==> config.mk <==
export PLATFORM = sky130hd
export DESIGN_NAME = iexu_result_stage
export DESIGN_NICKNAME = d
export VERILOG_FILES = /design/src/rtl/iexu_result_stage_pkg.sv /design/src/rtl/iexu_result_stage_skid_buf.sv /design/src/rtl/iexu_result_stage.sv
export SDC_FILE = /design/constraint.sdc
export NUM_CORES = 1
export LEC_CHECK = 0
export ABC_CLOCK_PERIOD_IN_PS = 8650
export CELL_PAD_IN_SITES_DETAIL_PLACEMENT = 1
export CELL_PAD_IN_SITES_GLOBAL_PLACEMENT = 1
export CORE_UTILIZATION = 50
export CTS_CLUSTER_SIZE = 8
export DETAILED_ROUTE_END_ITERATION = 8
export DONT_BUFFER_PORTS = 1
export PLACE_DENSITY = 0.94
export SETUP_SLACK_MARGIN = 0.1
export SLEW_MARGIN = 40
export SYNTH_ARGS = -nofsm -noshare
export SYNTH_HDL_FRONTEND = slang
export SYNTH_SLANG_ARGS = --single-unit
==> constraint.sdc <==
create_clock -name clk -period 8.65 [get_ports clk]
set_input_delay 2.1625 -clock clk [delete_from_list [all_inputs] [get_ports clk]]
set_output_delay 2.1625 -clock clk [all_outputs]
set_load 0.02 [all_outputs]
==> src/rtl/iexu_result_stage_pkg.sv <==
// Shared types for the EX result stage: result-source select, the buffered
// result record and the occupancy encodings of the skid buffer.
package iexu_result_stage_pkg;

    // Project-wide datapath word width (the codebase's data_size).
    localparam int DATA_SIZE  = 32;
    localparam int RADDR_SIZE = 5;

    typedef enum logic [1:0] {
        SEL_LOGIC = 2'd0,
        SEL_ADD   = 2'd1,
        SEL_SHIFT = 2'd2,
        SEL_SLT   = 2'd3
    } res_sel_t;

    typedef struct packed {
        logic [DATA_SIZE-1:0]  data;
        logic [RADDR_SIZE-1:0] rd;
        logic                  we;
    } ex_result_t;

    // Occupancy encoding {skid.valid, main.valid}.
    localparam logic [1:0] OCC_EMPTY = 2'b00;
    localparam logic [1:0] OCC_ONE   = 2'b01;
    localparam logic [1:0] OCC_TWO   = 2'b11;

endpackage

==> src/rtl/iexu_result_stage_skid_buf.sv <==
// Generic 2-entry valid/ready skid buffer with flush. Output comes only from
// MAIN; in_ready is a pure register decode so it never sees out_ready.
module result_skid_buf
    import iexu_result_stage_pkg::*;
#(
    parameter type T = ex_result_t
) (
    input  logic clk,
    input  logic rst,
    input  logic flush,
    input  logic in_valid,
    output logic in_ready,
    input  T     in_data,
    output logic out_valid,
    input  logic out_ready,
    output T     out_data,
    output logic drain
);

    logic main_valid_reg;
    logic skid_valid_reg;
    T     main_data_reg;
    T     skid_data_reg;
    logic accept;
    logic [1:0] occ;

    assign occ       = {skid_valid_reg, main_valid_reg};
    assign in_ready  = !skid_valid_reg;
    assign accept    = in_valid & in_ready;
    assign drain     = main_valid_reg & out_ready;
    assign out_valid = main_valid_reg;
    assign out_data  = main_data_reg;

    always_ff @(posedge clk or posedge rst) begin
        if (rst) begin
            main_valid_reg <= 1'b0;
            skid_valid_reg <= 1'b0;
            main_data_reg  <= '0;
            skid_data_reg  <= '0;
        end else if (flush) begin
            // A drain this cycle still completes; the counter sees it via drain.
            main_valid_reg <= 1'b0;
            skid_valid_reg <= 1'b0;
        end else begin
            case (occ)
                OCC_EMPTY: begin
                    if (accept) begin
                        main_valid_reg <= 1'b1;
                        main_data_reg  <= in_data;
                    end
                end
                OCC_ONE: begin
                    if (accept && drain) begin
                        main_data_reg <= in_data;
                    end else if (accept) begin
                        skid_valid_reg <= 1'b1;
                        skid_data_reg  <= in_data;
                    end else if (drain) begin
                        main_valid_reg <= 1'b0;
                    end
                end
                OCC_TWO: begin
                    if (drain) begin
                        main_data_reg  <= skid_data_reg;
                        skid_valid_reg <= 1'b0;
                    end
                end
                default: begin
                    // SKID without MAIN is unreachable; recover to empty.
                    main_valid_reg <= 1'b0;
                    skid_valid_reg <= 1'b0;
                end
            endcase
        end
    end

endmodule

==> src/rtl/iexu_result_stage.sv <==
// EX result stage: selects one functional-unit result, buffers it toward MEM,
// taps it for forwarding and counts results handed over.
module iexu_result_stage
    import iexu_result_stage_pkg::*;
#(
    parameter int DATA_W  = DATA_SIZE,
    parameter int RADDR_W = 5,
    parameter int CNT_W   = 32
) (
    input  logic               clk,
    input  logic               rst,
    input  logic               in_valid,
    output logic               in_ready,
    input  logic [1:0]         res_sel,
    input  logic [DATA_W-1:0]  logic_res,
    input  logic [DATA_W-1:0]  add_res,
    input  logic [DATA_W-1:0]  shift_res,
    input  logic               slt_res,
    input  logic [RADDR_W-1:0] rd_addr,
    input  logic               rd_we,
    input  logic               flush,
    output logic               out_valid,
    input  logic               out_ready,
    output logic [DATA_W-1:0]  out_data,
    output logic [RADDR_W-1:0] out_rd,
    output logic               out_we,
    output logic               fwd_valid,
    output logic [RADDR_W-1:0] fwd_rd,
    output logic [DATA_W-1:0]  fwd_data,
    output logic [CNT_W-1:0]   retired_cnt
);

    typedef struct packed {
        logic [DATA_W-1:0]  data;
        logic [RADDR_W-1:0] rd;
        logic               we;
    } payload_t;

    logic [DATA_W-1:0] sel_data;
    payload_t          in_payload;
    payload_t          out_payload;
    logic              drain;
    logic [CNT_W-1:0]  cnt_reg;

    always_comb begin
        sel_data = '0;
        case (res_sel)
            SEL_LOGIC: sel_data = logic_res;
            SEL_ADD:   sel_data = add_res;
            SEL_SHIFT: sel_data = shift_res;
            SEL_SLT:   sel_data = {{(DATA_W-1){1'b0}}, slt_res};
            default:   sel_data = '0;
        endcase
    end

    assign in_payload = '{data: sel_data, rd: rd_addr, we: rd_we};

    result_skid_buf #(.T(payload_t)) u_skid (
        .clk       (clk),
        .rst       (rst),
        .flush     (flush),
        .in_valid  (in_valid),
        .in_ready  (in_ready),
        .in_data   (in_payload),
        .out_valid (out_valid),
        .out_ready (out_ready),
        .out_data  (out_payload),
        .drain     (drain)
    );

    assign out_data = out_payload.data;
    assign out_rd   = out_payload.rd;
    assign out_we   = out_payload.we;

    // x0 writes still go to MEM, but must never be forwarded.
    assign fwd_valid = out_valid & out_we & (out_rd != '0);
    assign fwd_rd    = out_rd;
    assign fwd_data  = out_data;

    always_ff @(posedge clk or posedge rst) begin
        if (rst) begin
            cnt_reg <= '0;
        end else if (drain) begin
            cnt_reg <= cnt_reg + CNT_W'(1);
        end
    end

    assign retired_cnt = cnt_reg;

endmodule

==> impl_metrics.toml <==
[status]
status = "finished clean"

[floorplanning]
die-area_um2 = 12000
die_h_um = 110
dieWidth_um = 110
ios = 220
core_um2 = 11000
rows = 38
start_util = 0.524

[detailed_routing]
first_pass_iters = 4
num_vias = 4406
drcViolationCount = 0
via_per_inst = 6.29
ant_nets = 0
drt_iter0_markers = 234
routed_wl_mm = 15.8
wl_per_cell_um = 22.6

[clock_tree]
cts_tree = "done"
cts.clk_slew.worst_paths_ns = 0.07
clkLatencyLatePin_ns = 0.34
cts.sinks = 110
cts-htree-levels = 3
post_cts.repair.setup_buffers = 0
cts_resized = 0
cts_root_buf = "clkbuf_16"
cts.path.max_buffers = 2
numCtsBuffers = 9
holdBufCountCts = 0

[final_layout]
sequential_cell_area_um2 = 2750
syn_to_final_growth_pct = 1.54
nFillCells = 1234
num_antenna_cells = 0
finalNetCount = 666
drive_gt1_frac = 0.0768
finalCoreUtilization = 0.532
multi_input_area_um2 = 2550
fin_area_um2 = 5870

[synth]
synth.largest_area_cell = "dfrtp_1"
synthMuxAreaShare = 0.0731
yosys.area_share.simple = 0.147
avgSynthCellArea_um2 = 9.43
synth_edf_count = 0
synth_top_area_frac = 0.476
yosysWarnings = 0
yosysSeqAreaShare = 0.476
yosysMostFrequentCell = "dfrtp_1"
synthCells = 613
ys_ff_latch = 110
yosys.area_share.xor_xnor = 0.0470
syn_nets = 724
ys_types = 40
synth_adder_area_share = 0.00216
synth_top_family_by_area = "compound AO/OA/AOI/OAI gates"
synthTopCellsByArea = "dfrtp_1 (48%), buf_4 (5.7%), a21oi_1 (5.6%)"
synth_common_cells = "dfrtp_1 (110), nor2_1 (77), a21oi_1 (65), nand2_1 (54), buf_4 (44)"
async_flop_share = 1.00
syn_area_um2 = 5780
ys.flop_type = "dfrtp_1"
synth_compound_area_frac = 0.166

[timing]
fin_worst_skew_ns = 0.00705
timing.final.crit_share = 0.448
rsz0062_at_grt = "false"
hold_violations = 0
setup_viol = 0
post-route-min-period_ns = 3.87
fmaxAchievable_ghz = 0.258
relSlewSlack = 0.471
setup_tns_ns = 0
worstMarginPinSlew_ns = 0.787
drv_slew = 0
hold_slack_ns = 0.515

[power_and_ir_drop]
peakVddDrop_mv = 0.208
internal_power_uw = 908
netSwitchingFraction = 0.339
p_leak_nw = 2.51
power.share.clock = 0.306
switching_power_uw = 466
seqPwrFrac = 0.568
p_comb_frac = 0.126
powerDensity_nw_per_um2 = 234

[global_routing]
grt_use_total = 0.268
grt_pass1_vias = 4663
grt_max_degree = 70
antenna_found_initial = 0
gr-total-overflow = 0
grt_pass1_wl_mm = 24.3

[setup_path]
arrival_ns = 1.71
crit_fanout = 4
cp-start-kind = "flip-flop"
cp-end-kind = "primary output"
critPathRequiredTime_ns = 6.49
path_class = "flip-flop to primary output"

[placement]
numPortBuffers = 0
place_congestion = 0.784
placed_cell_area_um2 = 5570
dp_hpwl_mm = 10.9

[min_path]
hp-class = "flip-flop to flip-flop"

[job]
maxCapViolCount = 0
cell families (layout without fill, tap and decap cells):
logic type,after synthesis,after routing
DFF,110,110
buffers and inverters,81,28
xor gates and xnor gates,31,31
and+or+nand+nor,181,181
adders and majority gates,1,1
AOI/OAI and AO/OA,169,169
muxes,40,40
stage by stage:
step           setup slack [ns]  std cells  total power [mW]
3_5_place_dp               4.97        684             0.964
5_1_grt                    4.72        700              1.44
3_3_place_gp               4.98        682             0.935
6_report                   4.78        700              1.37
4_1_cts                    4.76        700              1.39
2_1_floorplan              3.59        613             0.947
layout make-up:
cell class	instances	area share
inverter	4	0.00298
sequential	110	0.469
clock buffer	10	0.0407
multi-input combinational	422	0.434
clock inverter	6	0.0104
timing repair buffer	8	0.0134
tap	140	0.0298
power groups by stage:
stage	Clock, mW	Combinational, mW	Sequential (mW)
after CTS	0.430	0.177	0.780
after detailed placement	0	0.174	0.789
after floorplan	0	0.226	0.720
after global routing	0.447	0.199	0.792
final	0.420	0.174	0.780
after global placement	0	0.156	0.779
worst paths after layout:
path | start | to | slack, ns | depth (start not counted)
max | u_skid.out_data[1] | fwd_valid | 4.78 | 2
min | u_skid.skid_data_reg[6] | u_skid.skid_data_reg[6] | 0.51 | 1
max reg2reg | u_skid.out_valid | retired_cnt[20] | 6.21 | 4
min reg2reg | u_skid.skid_data_reg[6] | u_skid.skid_data_reg[6] | 0.51 | 1
max in group asynchronous | rst | retired_cnt[5] | 5.90 | 2
min in group asynchronous | rst | u_skid.out_data[1] | 1.75 | 1
layer usage:
metal | GRT usage | up-vias | part of all wire
li1 | - | 1992 | -
met1 | 0.287 | 2230 | 0.37
met2 | 0.507 | 164 | 0.54
met3 | 0.0824 | 20 | 0.073
met4 | 0.0733 | 0 | 0.015
met5 | 0 | - | 0
critical path, stage by stage (launching register included):
cell and delay, ns:
dfrtp_1 0.55, or3_1 0.43, o311a_1 0.38
layout by cell type (no fill, tap or decap), drive strengths merged, types with 3 or more instances in the layout:
cell type,synthesis,final
nor2,77,77
buf,59,8
a21oi,65,65
mux2i,31,31
clkbuf,18,10
a211oi,32,32
nand4,17,17
a31oi,6,6
o21ai,62,62
nor3,4,4
nor4,3,3
and4,4,4
xnor2,25,25
dfrtp,110,110
inv,4,4
mux2,8,8
xor2,6,6
and3,4,4
nand3,10,10
nand2,55,55
clkinv,0,4
Note: power is estimated with default switching activity, not from simulation.
